## src/rtl/ld_en_ud_bcd_cnt.sv

```systemverilog
// Multi-digit up/down counter, each digit modulo MODULUS, with load, enable, terminal count and wrap pulse.
// Optional saturation mode (input sat_i) is built when LD_EN_UD_BCD_CNT_SAT_EN is defined.
module ld_en_ud_bcd_cnt #(
  parameter int DIGITS  = 2,
  parameter int MODULUS = 10
) (
  input  logic                clk_i,
  input  logic                rst_ni,
  input  logic                load_i,
  input  logic                en_i,
  input  logic                up_i,
`ifdef LD_EN_UD_BCD_CNT_SAT_EN
  input  logic                sat_i,
`endif
  input  logic [4*DIGITS-1:0] in_i,
  output logic [4*DIGITS-1:0] q_o,
  output logic                tc_o,
  output logic                wrap_o,
  output logic                load_err_o
);

  localparam int         W        = 4 * DIGITS;
  localparam logic [3:0] MaxDigit = 4'(MODULUS - 1);
  localparam logic [4:0] ModVal   = 5'(MODULUS);

  logic [W-1:0] q_q, q_d;
  logic         wrap_q, wrap_d;
  logic         loadErr_q, loadErr_d;

  logic [W-1:0] loadVal;
  logic         loadIllegal;
  logic [W-1:0] countVal;
  logic         chain;
  logic         allMax, allZero;
  logic         atBound;
  logic         satHold;

  // Illegal load digits are clamped to the largest legal digit and flagged.
  always_comb begin
    loadVal     = '0;
    loadIllegal = 1'b0;
    for (int i = 0; i < DIGITS; i++) begin
      if ({1'b0, in_i[4*i +: 4]} < ModVal) begin
        loadVal[4*i +: 4] = in_i[4*i +: 4];
      end else begin
        loadVal[4*i +: 4] = MaxDigit;
        loadIllegal       = 1'b1;
      end
    end
  end

  always_comb begin
    allMax  = 1'b1;
    allZero = 1'b1;
    for (int i = 0; i < DIGITS; i++) begin
      if (q_q[4*i +: 4] != MaxDigit) allMax  = 1'b0;
      if (q_q[4*i +: 4] != 4'd0)     allZero = 1'b0;
    end
  end

  // Ripple carry/borrow: a digit steps only while every lower digit sits at its rollover value.
  always_comb begin
    countVal = q_q;
    chain    = 1'b1;
    for (int i = 0; i < DIGITS; i++) begin
      if (chain) begin
        if (up_i) begin
          countVal[4*i +: 4] = (q_q[4*i +: 4] == MaxDigit) ? 4'd0 : q_q[4*i +: 4] + 4'd1;
        end else begin
          countVal[4*i +: 4] = (q_q[4*i +: 4] == 4'd0) ? MaxDigit : q_q[4*i +: 4] - 4'd1;
        end
      end
      chain = chain & (up_i ? (q_q[4*i +: 4] == MaxDigit) : (q_q[4*i +: 4] == 4'd0));
    end
  end

  assign atBound = up_i ? allMax : allZero;
  assign tc_o    = en_i & atBound;

`ifdef LD_EN_UD_BCD_CNT_SAT_EN
  assign satHold = sat_i & atBound;
`else
  assign satHold = 1'b0;
`endif

  always_comb begin
    q_d       = q_q;
    wrap_d    = 1'b0;
    loadErr_d = loadErr_q;
    if (load_i) begin
      q_d       = loadVal;
      loadErr_d = loadIllegal;
    end else if (en_i && !satHold) begin
      q_d    = countVal;
      wrap_d = atBound;
    end
  end

  always_ff @(posedge clk_i or negedge rst_ni) begin
    if (!rst_ni) begin
      q_q       <= '0;
      wrap_q    <= 1'b0;
      loadErr_q <= 1'b0;
    end else begin
      q_q       <= q_d;
      wrap_q    <= wrap_d;
      loadErr_q <= loadErr_d;
    end
  end

  assign q_o        = q_q;
  assign wrap_o     = wrap_q;
  assign load_err_o = loadErr_q;

endmodule

```

## config.mk

```make
export PLATFORM = sky130hd
export DESIGN_NAME = ld_en_ud_bcd_cnt
export DESIGN_NICKNAME = d
export VERILOG_FILES = /design/src/rtl/ld_en_ud_bcd_cnt.sv
export SDC_FILE = /design/constraint.sdc
export NUM_CORES = 1
export LEC_CHECK = 0
export ABC_CLOCK_PERIOD_IN_PS = 4000
export CORE_ASPECT_RATIO = 1.5
export CORE_UTILIZATION = 40
export DETAILED_ROUTE_END_ITERATION = 6
export PLACE_DENSITY = 0.65
export SYNTH_ARGS = -nofsm -noshare
export SYNTH_HDL_FRONTEND = slang
export SYNTH_SLANG_ARGS = --single-unit
```

## constraint.sdc

```tcl
create_clock -name clk_i -period 4 [get_ports clk_i]
set_input_delay 1 -clock clk_i [delete_from_list [all_inputs] [get_ports clk_i]]
set_output_delay 1 -clock clk_i [all_outputs]
set_load 0.02 [all_outputs]
```

Word level (Yosys, flattened, before mapping)
Cells that the tools add are included.
{"block": "word_totals", "mem_count": 0, "latchBits": 0, "out_inout_bits": 11, "elab_cells": 43, "rom_bits": 0, "mem_bits_rw": 0, "regBits": 10, "in_bits": 13}
{"block": "op_classes", "shifts": 0, "n_div": 0, "n_bitwise": 1, "multipliers": 0, "order_cmp": 2, "n_mux": 21, "reduce_logical": 7, "n_addsub": 4, "eq_ne": 4}
{"cell": "$mux 4", "count": 9}
{"cell": "$mux 8", "count": 2}
{"cell": "$mux 1", "count": 10}
{"cell": "$add 4x1->4 const B", "count": 2}
{"cell": "$eq 4x4->1 const B", "count": 2}
{"cell": "$logic_not 4->1", "count": 2}
{"cell": "$lt 4x4->1 const B", "count": 2}
{"cell": "$ne 4x4->1 const B", "count": 2}
{"cell": "$reduce_bool 4->1", "count": 2}
{"cell": "$sub 4x1->4 const B", "count": 2}
{"cell": "$reduce_bool 2->1", "count": 2}
{"cell": "$reduce_and 2->1", "count": 1}
{"cell": "$and 1x1->1", "count": 1}

Depth between registers and ports, before layout
Gate-level depths: netlist (run 1).
{"block": "depth", "ltp_word": 6, "ltp_mapped": 6}

Least setup slack after synthesis (run 1)
Ideal clock, no wire load.
{"block": "synth_path", "path_type": "in2out", "startpoint": "input up_i", "endpoint": "output tc_o", "required_time_ns": 3.000, "stages": 4, "slack_ns": 1.052, "arrival_time_ns": 1.948, "cell_sequence": "buf_6 -> or2_1 -> o21ai_1 -> nor4b_2"}
{"block": "synth_via", "elab_chain_cells": 2}
{"item": "start: declaration", "line_no": "11", "text": "input logic up_i,"}
{"item": "$mux 1", "line_no": "77", "text": "assign atBound = up_i ? allMax : allZero;"}
{"item": "$and 1x1->1", "line_no": "78", "text": "assign tc_o = en_i & atBound;"}
{"item": "end: declaration", "line_no": "17", "text": "output logic tc_o,"}
No other way between the ends.

Final worst setup path (run 1)
Same ends and word-level chain as after synthesis.

==> flow_summary_export.csv, run 1 <==
group,metric,value,unit
setup_path,crit_required,3000,ps
die,fp.dieH,60.37,µm
route,drc,0,
finish,nets,135,
yosys,synth.net_count,116,
global_route,overflow,0,
timing,worst_pin_slew,650.8,ps
yosys,yosysSeqAreaShare,27.55,%
setup_path,crit_chain,"clkdlybuf4s50_1 > or2_1 > o21ai_1 > nor4b_2 > clkdlybuf4s50_1",
global_route,grt_usage,19.30,%
yosys,synthCells,103,
finish,drive_gt1_share,14.17,%
timing,slew_headroom,56.48,%
finish,antenna_cells,0,
global_route,grt_max_degree,20,
yosys,postSynth.asyncResetShare,100.0,%
clock_tree,clk_pin_slew,60,ps
timing,min_period,3852,ps
die,die_w,40.91,µm
global_route,grt_pass1_vias,721,
timing,whs,547.1,ps
power,power.leakage,0.4185,nW
yosys,syn_area_per_cell,8.819,µm²
setup_path,cpPeakStageDelay,650,ps
clock_tree,root_buffer,"clkbuf_4",
timing,finalSetupTns,0,ps
yosys,synth_cell_type_count,46,
setup_path,cp_common_cell,"clkdlybuf4s50_1",
setup_path,path_max_fanout,5,
clock_tree,cts_setup_buffers,0,
die,rows,20,
timing,finalSetupViolCount,0,
timing,final_max_slew_viol_count,0,
die,initial_core_util,43.73,%
yosys,synth_xor_area_share,3.857,%
timing,skew,5.221,ps
clock_tree,tritoncts,"done",
clock_tree,cts_sinks,10,
timing,max_freq,259.6,MHz
clock_tree,ctsResizeCount,0,
clock_tree,numCtsBuffers,3,
setup_path,start_kind,"input port",
setup_path,crit_slowest_cell,"clkdlybuf4s50_1",
yosys,synth-seq-cells,10,
route,avgViaCountPerCell,5.775,
route,vias,820,
route,first_pass_iters,4,
route,drt_wl_total,2005,µm
setup_path,critPathArrivalTime,2850,ps
global_route,antenna_found_initial,0,
timing,period_share,96.29,%
placed_design,dpl.hpwl,1477,µm
power,ir_drop,0.1551,mV
clock_tree,holdBufCountCts,0,
setup_path,critPathTopFamily,"buffers and inverters",
finish,mostFrequentLayoutCell,"clkdlybuf4s50_1",
placed_design,numPortBuffers,23,
setup_path,path_buf_inv,2,
yosys,ys.flop_type,"dfrtp_1",
route,drt-initial-drc-count,18,
global_route,grt_pass1_wl,3270,µm
clock_tree,clkLatencyLatePin,260,ps
power,powerDensity,302.0,nW/µm²
timing,rsz0062_at_grt,"false",
yosys,yosys.area_share.simple,28.93,%
finish,area_growth,24.66,%
placed_design,gp_congestion,0.7622,
route,wl_per_cell,14.12,µm
worst_hold_path,min_path_type,"flip-flop to flip-flop",
timing,hold_viol,0,
status,status,"complete, no violations",
yosys,synth-edff-count,0,
route,ant_nets,0,
finish,mostFrequentLayoutCells,"clkdlybuf4s50_1, dfrtp_1, nor2_1, nand2_1",
die,dieArea,2470,µm²
die,ios,24,
setup_path,setup.worst_path.class,"input port to primary output",
die,core,2077,µm²
yosys,muxShareOfSynthArea,1.102,%
job,maxCapViolations,0,
yosys,synth_top_family_by_area,"simple AND/OR/NAND/NOR gates",
yosys,netlist_area,908.4,µm²
yosys,synth_compound_area_share,28.24,%
clock_tree,h-tree-depth,1,
setup_path,cp-end-kind,"primary output",
yosys,synth-adder-area-share,0,%
clock_tree,cts_buffer_depth,2,
yosys,yosysWarnings,0,
[through the flow]
step	power (mW)	setup WS (ps)	utilization [%]	instances	cell area, µm²
2_1_floorplan	0.2345	1052	-	103	908.4
3_3_place_gp	0.2714	205.0	53.43	139	1110
3_5_place_dp	0.2755	149.4	53.43	139	1110
4_1_cts	0.3470	138.4	54.52	142	1132
5_1_grt	0.3673	71.76	54.52	142	1132
6_report	0.3420	148.3	54.52	142	1132
[where the power goes]
part | switching (mW) | internal (mW) | total, mW
Combinational | 0.0590 | 0.0692 | 0.128
Sequential | 0.0331 | 0.112 | 0.145
Clock | 0.0343 | 0.0347 | 0.0691
Total | 0.126 | 0.216 | 0.342
[Yosys cell counts, types with 2 or more instances]
| cell type | instances | area, µm² |
|---|---|---|
| buf_6 | 3 | 33.78 |
| a21oi_1 | 3 | 15.01 |
| a31oi_1 | 2 | 12.51 |
| o31ai_2 | 2 | 25.02 |
| dfrtp_1 | 10 | 250.2 |
| nand3b_1 | 4 | 30.03 |
| nor4_1 | 2 | 12.51 |
| buf_2 | 5 | 25.02 |
| nor2_1 | 9 | 33.78 |
| nand3_1 | 3 | 15.01 |
| o31ai_1 | 2 | 15.01 |
| o21ai_1 | 2 | 10.01 |
| buf_4 | 2 | 15.01 |
| and2b_1 | 2 | 15.01 |
| nor2b_1 | 5 | 31.28 |
| inv_1 | 2 | 7.510 |
| o21ai_0 | 5 | 25.02 |
| nand2b_1 | 3 | 18.77 |
| nand2_1 | 6 | 22.52 |
| xnor2_1 | 3 | 26.28 |
| nand4b_1 | 2 | 17.52 |
| clkbuf_1 | 2 | 7.510 |
[final cells by class]
| class | count | area, µm² |
|---|---|---|
| Sequential cell | 10 | 250.2 |
| Inverter | 2 | 7.507 |
| Multi-Input combinational cell | 78 | 564.3 |
| Fill cell | 203 | 944.7 |
| Timing Repair Buffer | 27 | 260.3 |
| Tap cell | 22 | 27.53 |
| Clock buffer | 3 | 22.52 |
[cell families after synthesis]
kind of cell | Yosys count
xor gates and xnor gates | 4
DFF | 10
buffers and inverters | 15
and+or+nand+nor | 42
AOI/OAI and AO/OA | 31
muxes | 1
[sequential cells by signal (all words and copies together), names as in the netlist]
register    cells
q_o             8
wrap_o          1
load_err_o      1
[layer usage]
layer	global-route usage, %	vias to the layer above	wire length [µm]
li1	-	407	-
met1	27.34	393	916
met2	27.23	16	998
met3	2.930	4	59
met4	10.95	0	30
met5	0	-	0
[final timing paths]
check / cells after the start / from / endpoint / slack [ps]
min in group asynchronous: 1 / rst_ni / q_o[2] / 1070
hold / removal: 2 / load_err_o / load_err_o / 550
max in group asynchronous: 1 / rst_ni / q_o[5] / 2600
setup / recovery: 5 / up_i / tc_o / 150
setup reg to reg: 5 / q_o[0] / q_o[7] / 2270
hold reg to reg: 2 / load_err_o / load_err_o / 550
[tightest hold or removal path: stages, from the launching register on]
cell and delay [ps]:
dfrtp_1 380, nor2_1 90, a31oi_1 40
(Power assumes the default switching activity.)
==> run 2: changes to the inputs <==
--- a/config.mk
+++ b/config.mk
@@ -9,7 +9,9 @@
 export CORE_ASPECT_RATIO = 1.5
 export CORE_UTILIZATION = 40
 export DETAILED_ROUTE_END_ITERATION = 6
+export GPL_ROUTABILITY_DRIVEN = 0
 export PLACE_DENSITY = 0.65
 export SYNTH_ARGS = -nofsm -noshare
 export SYNTH_HDL_FRONTEND = slang
 export SYNTH_SLANG_ARGS = --single-unit
+export TNS_END_PERCENT = 20
==> results of run 2 <==
Final layout, timing and power as in run 1 (identical DEF).
==> run 3: changes to the inputs <==
--- a/config.mk
+++ b/config.mk
@@ -6,11 +6,12 @@
 export NUM_CORES = 1
 export LEC_CHECK = 0
 export ABC_CLOCK_PERIOD_IN_PS = 4000
+export CAP_MARGIN = 20
 export CORE_ASPECT_RATIO = 1.5
 export CORE_UTILIZATION = 40
 export DETAILED_ROUTE_END_ITERATION = 6
 export GPL_ROUTABILITY_DRIVEN = 0
-export PLACE_DENSITY = 0.65
+export PLACE_DENSITY = 0.79
 export SYNTH_ARGS = -nofsm -noshare
 export SYNTH_HDL_FRONTEND = slang
 export SYNTH_SLANG_ARGS = --single-unit
==> flow_summary_export.csv, run 3 (synthesis gave the netlist of run 1 again) <==
group,metric,value,unit
setup_path,r2r-end,"q_o[7]",
clock_tree,cts_sinks,10,
die,rows,20,
worst_hold_path,hold_end,"load_err_o",
finish,antenna_cells,0,
power,total_power,0.3379,mW
clock_tree,cts_buffer_depth,2,
finish,post-route-util,54.52,%
clock_tree,clkLatencyLatePin,260,ps
die,fp.dieH,60.37,µm
status,status,"complete, no violations",
finish,stdcell_count,142,
clock_tree,tritoncts,"done",
route,avgViaCountPerCell,5.838,
route,wl_per_cell,13.44,µm
clock_tree,numCtsBuffers,3,
placed_design,numPortBuffers,23,
timing,min_period,3872,ps
worst_hold_path,min_from,"load_err_o",
route,drt-initial-drc-count,18,
route,drt_wl_total,1908,µm
route,dr_wl_met3,66,µm
die,ios,24,
clock_tree,clk_pin_slew,60,ps
timing,hold_viol,0,
setup_path,reg2reg_slack,2290,ps
power,ir_drop,0.1574,mV
setup_path,cp-end-kind,"primary output",
timing,period_share,96.80,%
setup_path,setup.worst_path.class,"input port to primary output",
timing,finalSetupTns,0,ps
route,top_layer_used,"met4",
global_route,antenna_found_initial,0,
job,maxCapViolations,0,
timing,whs,551.2,ps
route,drc,0,
setup_path,worstReg2RegStart,"q_o[3]",
clock_tree,cts_setup_buffers,0,
finish,area_growth,24.66,%
placed_design,place_ws,137.2,ps
clock_tree,ctsResizeCount,0,
setup_path,path_max_fanout,5,
timing,final_max_slew_viol_count,0,
setup_path,start_kind,"input port",
clock_tree,holdBufCountCts,0,
timing,max_freq,258.3,MHz
timing,fin_ws,127.9,ps
timing,slew_headroom,57.78,%
clock_tree,root_buffer,"clkbuf_4",
timing,skew,4.487,ps
power,power.leakage,0.4185,nW
setup_path,crit_required,3000,ps
die,core,2077,µm²
global_route,grt_pass1_vias,773,
worst_hold_path,hold_depth,2,
finish,nets,135,
placed_design,dpl.hpwl,1439,µm
route,vias,829,
route,wl_met1,881,µm
power,powerDensity,298.4,nW/µm²
route,wl_met2,943,µm
timing,rsz0062_at_grt,"false",
finish,drive_gt1_share,14.17,%
die,initial_core_util,43.73,%
finish,largest_reg_flops,8,
die,die_w,40.91,µm
die,dieArea,2470,µm²
global_route,grt_usage,18.83,%
finish,mostFrequentLayoutCell,"clkdlybuf4s50_1",
finish,final_cell_area,1132,µm²
global_route,overflow,0,
placed_design,place_inst,139,
timing,worst_pin_slew,631.3,ps
timing,finalSetupViolCount,0,
setup_path,critPathArrivalTime,2870,ps
global_route,grt_max_degree,20,
placed_design,place_area,1110,µm²
clock_tree,h-tree-depth,1,
route,first_pass_iters,5,
global_route,grt_pass1_wl,3325,µm
setup_path,reg2reg_depth,5,
worst_hold_path,min_path_type,"flip-flop to flip-flop",
route,ant_nets,0,
finish,mostFrequentLayoutCells,"clkdlybuf4s50_1, dfrtp_1, nor2_1, nand2_1",
-- run 3: power breakdown --
| group | switching (mW) | internal (mW) |
|---|---|---|
| Clock | 0.0306 | 0.0346 |
| Sequential | 0.0325 | 0.112 |
| Combinational | 0.0593 | 0.0693 |
-- run 3: critical path, stage by stage --
cell	delay [ps]
clkdlybuf4s50_1	500
or2_1	320
o21ai_1	120
nor4b_2	270
clkdlybuf4s50_1	660
-- run 3: worst max-delay path by stage --
| stage | from | to |
|---|---|---|
| floorplan | up_i | tc_o |
| global placement | up_i | tc_o |
| detailed placement | up_i | tc_o |
| CTS | up_i | tc_o |
| global route | up_i | tc_o |
| finish | up_i | tc_o |
-- run 3: area by class of cell --
class                      count  area (µm²)
fill                         202       944.7
multi-input combinational     78       564.3
sequential                    10       250.2
tap                           22       27.53
clock buffer                   3       22.52
timing repair buffer          27       260.3
inverter                       2       7.507
-- run 3: per-layer routing --
layer,vias to the layer above,track usage [%]
met2,21,29.69
li1,412,-
met3,2,1.099
met4,0,8.571
met5,-,0
met1,394,25.59
==> RTL edit 1: new RTL, flow settings as in run 1 <==
The parameter `MODULUS` goes from 10 to 9.
--- a/src/rtl/ld_en_ud_bcd_cnt.sv
+++ b/src/rtl/ld_en_ud_bcd_cnt.sv
@@ -2,7 +2,7 @@
 // Optional saturation mode (input sat_i) is built when LD_EN_UD_BCD_CNT_SAT_EN is defined.
 module ld_en_ud_bcd_cnt #(
   parameter int DIGITS  = 2,
-  parameter int MODULUS = 10
+  parameter int MODULUS = 9
 ) (
   input  logic                clk_i,
   input  logic                rst_ni,
Formal check against the unedited RTL: not equivalent (a bounded check fails within 4 cycles, from zero or initial values and one cycle with rst_ni low).
==> RTL edit 1 against run 1 <==
Wire length is 0.20% lower. Total power increased by 20%. Clock skew decreased by 0.0032 ns. Final area shrank 0.11%. Global-route usage shrank 0.083 points. Sequential cell count unchanged. Clock power is 32% higher. Worst setup slack improved by 0.16 ns. Area after synthesis shrank 4.7%. Critical endpoint unchanged.
==> RTL edit 1: results (changes against run 1) <==
metric;value;unit;change
status;complete, no violations;;unchanged
nets;146;;was 135
ys_seq_area_share;28.90;%;was 27.55%
cts_setup_buffers;0;;unchanged
grt_pass1_vias;732;;was 721
grt_pass1_wl;3132;µm;was 3270 µm
place.gp.congestion;0.7489;;was 0.7622
yosys-top-cells-area;dfrtp_1 (29%), ha_1 (7.2%), a21oi_1 (6.9%), nand2_1 (3.9%), o21ai_0 (3.5%);;was dfrtp_1 (28%), nor2_1 (3.7%), buf_6 (3.7%), nor2b_1 (3.4%), nand3b_1 (3.3%)
layout-drive-gt1-share;7.087;%;was 14.17%
yosys.area_share.xor_xnor;4.191;%;was 3.857%
grt_start_max_net_pins;19;;was 20
vias;834;;was 820
wl_met1;806;µm;was 916 µm
drt_first_iter_violations;20;;was 18
grt.total_usage;19.22;%;was 19.30%
synth_compound_area_share;28.32;%;was 28.24%
h-tree-depth;1;;unchanged
synthTopCellsByCount;a21oi_1 (12), dfrtp_1 (10), nand2_1 (9), inv_1 (8), nor2_1 (7);;was dfrtp_1 (10), nor2_1 (9), nand2_1 (6)
slew_headroom;62.61;%;was 56.48%
arrival;2.70;ns;was 2.85 ns
synthMuxAreaShare;3.613;%;was 1.102%
cp_max_fo;18;;was 5
n_fill_cell;191;;was 203
fin_worst_skew;0.001977;ns;was 0.005221 ns
post-dp-hpwl;1524;µm;was 1477 µm
cts.path.max_buffers;2;;unchanged
ir_drop;235.3;µV;was 155.1 µV
synth_cell_types;37;;was 46
largest_reg_flops;8;;unchanged
synth_fp_nets;123;;was 116
die_area;2358;µm²;was 2470 µm²
synth_warnings;0;;unchanged
wl_met2;1122;µm;was 998 µm
p_leak;0.4590;nW;was 0.4185 nW
synth_adder_area_share;7.225;%;was 0%
wl_met3;72;µm;was 59 µm
avgRoutedWirePerCell;13.43;µm;was 14.12 µm
top_layer;met3;;was met4
==> RTL edit 1: cell families (layout without fill, tap and decap cells) <==
kind of cell / Yosys count / in the layout
flops: 10 / 10
compound gates: 38 / 38
mux: 3 / 3
simple gates: 33 / 33
xor+xnor: 2 / 2
fa+ha+maj: 5 / 5
buf+inv: 14 / 36
==> RTL edit 1: routing by layer <==
metal  global-route usage [%]  up-vias
met5                        0        -
met4                    2.956        0
met3                    5.639        0
met2                    33.87       19
met1                    22.22      388
li1                         -      427
==> RTL edit 1: where the power goes <==
part	switching [W]	internal [W]	total [W]
Combinational	0.0000846	0.0000880	0.000173
Clock	0.0000358	0.0000553	0.0000911
Sequential	0.0000325	0.000115	0.000147
Total	0.000153	0.000258	0.000411
==> RTL edit 1: final cells by class <==
type / count / area (µm²) / area share, %
clock buffer: 4 / 36.28 / 3.208
inverter: 8 / 30.03 / 2.655
multi-input combinational: 81 / 549.3 / 48.56
sequential: 10 / 250.2 / 22.12
tap: 22 / 27.53 / 2.434
timing repair buffer: 24 / 237.7 / 21.02
==> RTL edit 1: final timing paths <==
| kind | start | end | slack [ns] | depth (start not counted) |
|---|---|---|---|---|
| min in group asynchronous | rst_ni | q_o[5] | 1.04 | 1 |
| worst max-delay path | up_i | tc_o | 0.30 | 5 |
| worst min register to register | load_err_o | load_err_o | 0.54 | 2 |
| worst min-delay path | load_err_o | load_err_o | 0.54 | 2 |
| max in group asynchronous | rst_ni | q_o[3] | 2.65 | 1 |
| worst max register to register | q_o[0] | q_o[7] | 1.96 | 6 |
==> RTL edit 1: per-stage QoR <==
stage	std cells	area, µm²	setup WS, ns
2_1_floorplan	105	865.8	1.081
3_3_place_gp	145	1095	0.3119
3_5_place_dp	145	1095	0.2810
4_1_cts	149	1131	0.2699
5_1_grt	149	1131	0.2147
6_report	149	1131	0.3047
==> RTL edit 1: worst max-delay path, cell delays in order <==
cell,delay [ns]
clkdlybuf4s50_1,0.47
buf_4,0.24
nand3_1,0.10
a21oi_1,0.24
clkdlybuf4s50_1,0.65
==> RTL edit 2: new RTL, flow settings as in run 1 <==
Made on the original files. Register the inputs `load_i`, `en_i`, `up_i` and `in_i` before use, cleared by the reset. The logic sees them one clock later.
--- a/src/rtl/ld_en_ud_bcd_cnt.sv
+++ b/src/rtl/ld_en_ud_bcd_cnt.sv
@@ -23,6 +23,25 @@
   localparam logic [3:0] MaxDigit = 4'(MODULUS - 1);
   localparam logic [4:0] ModVal   = 5'(MODULUS);
 
+  logic load_q;
+  logic en_q;
+  logic up_q;
+  logic [4*DIGITS-1:0] in_q;
+
+  always_ff @(posedge clk_i or negedge rst_ni) begin
+    if (!rst_ni) begin
+      load_q <= '0;
+      en_q   <= '0;
+      up_q   <= '0;
+      in_q   <= '0;
+    end else begin
+      load_q <= load_i;
+      en_q   <= en_i;
+      up_q   <= up_i;
+      in_q   <= in_i;
+    end
+  end
+
   logic [W-1:0] q_q, q_d;
   logic         wrap_q, wrap_d;
   logic         loadErr_q, loadErr_d;
@@ -40,8 +59,8 @@
     loadVal     = '0;
     loadIllegal = 1'b0;
     for (int i = 0; i < DIGITS; i++) begin
-      if ({1'b0, in_i[4*i +: 4]} < ModVal) begin
-        loadVal[4*i +: 4] = in_i[4*i +: 4];
+      if ({1'b0, in_q[4*i +: 4]} < ModVal) begin
+        loadVal[4*i +: 4] = in_q[4*i +: 4];
       end else begin
         loadVal[4*i +: 4] = MaxDigit;
         loadIllegal       = 1'b1;
@@ -64,18 +83,18 @@
     chain    = 1'b1;
     for (int i = 0; i < DIGITS; i++) begin
       if (chain) begin
-        if (up_i) begin
+        if (up_q) begin
           countVal[4*i +: 4] = (q_q[4*i +: 4] == MaxDigit) ? 4'd0 : q_q[4*i +: 4] + 4'd1;
         end else begin
           countVal[4*i +: 4] = (q_q[4*i +: 4] == 4'd0) ? MaxDigit : q_q[4*i +: 4] - 4'd1;
         end
       end
-      chain = chain & (up_i ? (q_q[4*i +: 4] == MaxDigit) : (q_q[4*i +: 4] == 4'd0));
+      chain = chain & (up_q ? (q_q[4*i +: 4] == MaxDigit) : (q_q[4*i +: 4] == 4'd0));
     end
   end
 
-  assign atBound = up_i ? allMax : allZero;
-  assign tc_o    = en_i & atBound;
+  assign atBound = up_q ? allMax : allZero;
+  assign tc_o    = en_q & atBound;
 
 `ifdef LD_EN_UD_BCD_CNT_SAT_EN
   assign satHold = sat_i & atBound;
@@ -87,10 +106,10 @@
     q_d       = q_q;
     wrap_d    = 1'b0;
     loadErr_d = loadErr_q;
-    if (load_i) begin
+    if (load_q) begin
       q_d       = loadVal;
       loadErr_d = loadIllegal;
-    end else if (en_i && !satHold) begin
+    end else if (en_q && !satHold) begin
       q_d    = countVal;
       wrap_d = atBound;
     end
Check against the original RTL: not equivalent (Yosys sat finds a counterexample within 4 cycles, from zero or initial values and one cycle with rst_ni low).
==> RTL edit 2 against run 1 <==
Fmax rose by 15%. Sequential cell count up 11. Worst setup slack improved by 0.49 ns. Global-route usage is 4.2 points lower. Total power increased by 47%. Wire length is 1.5% lower. Count of clock-buffer cells in the layout did not move. Sequential power rose by 79%. First-iteration DRC count decreased by 11%. Final area increased by 18%. Area after synthesis is 23% higher. Largest power group unchanged.
==> RTL edit 2: results (changes against run 1) <==
metric;value;unit;change
cts_setup_buffers;0;;unchanged
vias_per_cell;5.193;;was 5.775
reg2reg_from;up_q;;was q_o[0]
reg2reg_slack;2.29;ns;was 2.27 ns
avgRoutedWirePerCell;12.26;µm;was 14.12 µm
root_buffer;clkbuf_8;;was clkbuf_4
worstHoldStart;in_q[2];;was load_err_o
p_leak;0.5440;nW;was 0.4185 nW
cp_max_fo;17;;was 5
ant_nets;0;;unchanged
arrival;2.36;ns;was 2.85 ns
r2r_cells;4;;was 5
critical_path.top_delay_family;buffers and inverters;;unchanged
cpMaxStageDelayCell;clkdlybuf4s50_1;;unchanged
cts.path.max_buffers;2;;unchanged
h-tree-depth;1;;unchanged
hold_end;q_o[2];;was load_err_o
grt_pass1_vias;749;;was 721
diodes;0;;unchanged
drt_first_iter_violations;16;;was 18
crit_path_end;tc_o;;unchanged
grt_start_max_net_pins;22;;was 20
grt_pass1_wl;3277;µm;was 3270 µm
yosys-top-cells-area;dfrtp_1 (47%), buf_6 (6.1%), o21ai_0 (3.6%), a31oi_1 (2.8%), nand3b_1 (2.7%);;was dfrtp_1 (28%), nor2_1 (3.7%), buf_6 (3.7%), nor2b_1 (3.4%), nand3b_1 (3.3%)
slowest_delay;0.68;ns;was 0.65 ns
n_fill_cell;266;;was 203
final.period_utilization;84.02;%;was 96.29%
synthTopCellsByCount;dfrtp_1 (21), o21ai_0 (8), buf_6 (6), nand2_1 (6), nor2_1 (6);;was dfrtp_1 (10), nor2_1 (9), nand2_1 (6)
synth_cell_types;36;;was 46
path_clk_slew;0.08;ns;was 0.06 ns
ys_seq_area_share;47.14;%;was 27.55%
status;complete, no violations;;unchanged
critical_path_class;flop to primary output;;was input pin to primary output
hp-class;flop to flop;;unchanged
synth_top_cell_by_area;dfrtp_1;;unchanged
synthFlopType;dfrtp_1;;unchanged
grt.total_usage;15.09;%;was 19.30%
hold_depth;2;;unchanged
post-dp-hpwl;1399;µm;was 1477 µm
firstDrtPassIters;4;;unchanged
synth_fp_nets;120;;was 116
ir_drop;293.1;µV;was 155.1 µV
slew_headroom;38.45;%;was 56.48%
antenna_found_initial;0;;unchanged
cts-resized-gates;0;;unchanged
pre_cts_slack;0.9264;ns;was 0.1494 ns
place.gp.congestion;0.7511;;was 0.7622
layout-drive-gt1-share;6.452;%;was 14.17%
regToRegEndpoint;q_o[5];;was q_o[7]
fin_worst_skew;0.003203;ns;was 0.005221 ns
insertion_delay;0.26;ns;about the same
nets;138;;was 135
synth_warnings;0;;unchanged
synth_async_sr_flop_share;100.0;%;unchanged
RTL edit 2: cell types whose count changed in the layout (fill, tap and decap cells not counted), moves of 3 or more:
| cell | delta |
|---|---|
| dfrtp_1 | +11 |
| buf_4 | -4 |
| a31oi_1 | +3 |
| clkbuf_4 | -3 |
| clkbuf_8 | +3 |
| nor2_1 | -3 |
| nor3_1 | +3 |
| o21ai_0 | +3 |
RTL edit 2: area by class of cell:
| class | count | area [µm²] | area share [%] |
|---|---|---|---|
| sequential | 21 | 525.5 | 39.47 |
| multi-input combinational | 72 | 467.9 | 35.15 |
| timing repair buffer | 23 | 230.2 | 17.29 |
| tap | 37 | 46.29 | 3.477 |
| clock buffer | 3 | 41.29 | 3.101 |
| inverter | 4 | 15.01 | 1.128 |
| clock inverter | 1 | 5.005 | 0.3759 |
RTL edit 2: layer usage:
layer	GRT usage, %	up-vias	part of all wire, %
li1	-	416	-
met1	18.67	396	43
met2	25.00	22	52
met3	2.439	2	3.4
met4	6.818	0	1.3
met5	0	-	0
RTL edit 2: cells by family (layout without fill, tap and decap cells):
kind of cell	after synthesis	after routing	share of synthesized area [%]
buffers and inverters	14	31	10.89
AOI/OAI and AO/OA	31	31	19.08
xor gates and xnor gates	5	5	3.929
DFF	21	21	47.14
and+or+nand+nor	36	36	18.97
RTL edit 2: through the flow:
stage	std cells	hold slack [ns]	cell area (µm²)	util [%]
floorplan	107	0.4603	1115	-
global placement	157	0.4935	1285	48.54
detailed placement	157	0.4977	1285	48.54
CTS	161	0.5158	1331	50.28
global route	161	0.5370	1331	50.28
finish	161	0.5122	1331	50.28
RTL edit 2: power breakdown:
part,internal [W],switching [W]
registers,0.000228,0.0000312
logic,0.0000581,0.0000487
clock network,0.0000693,0.0000680
total,0.000356,0.000148
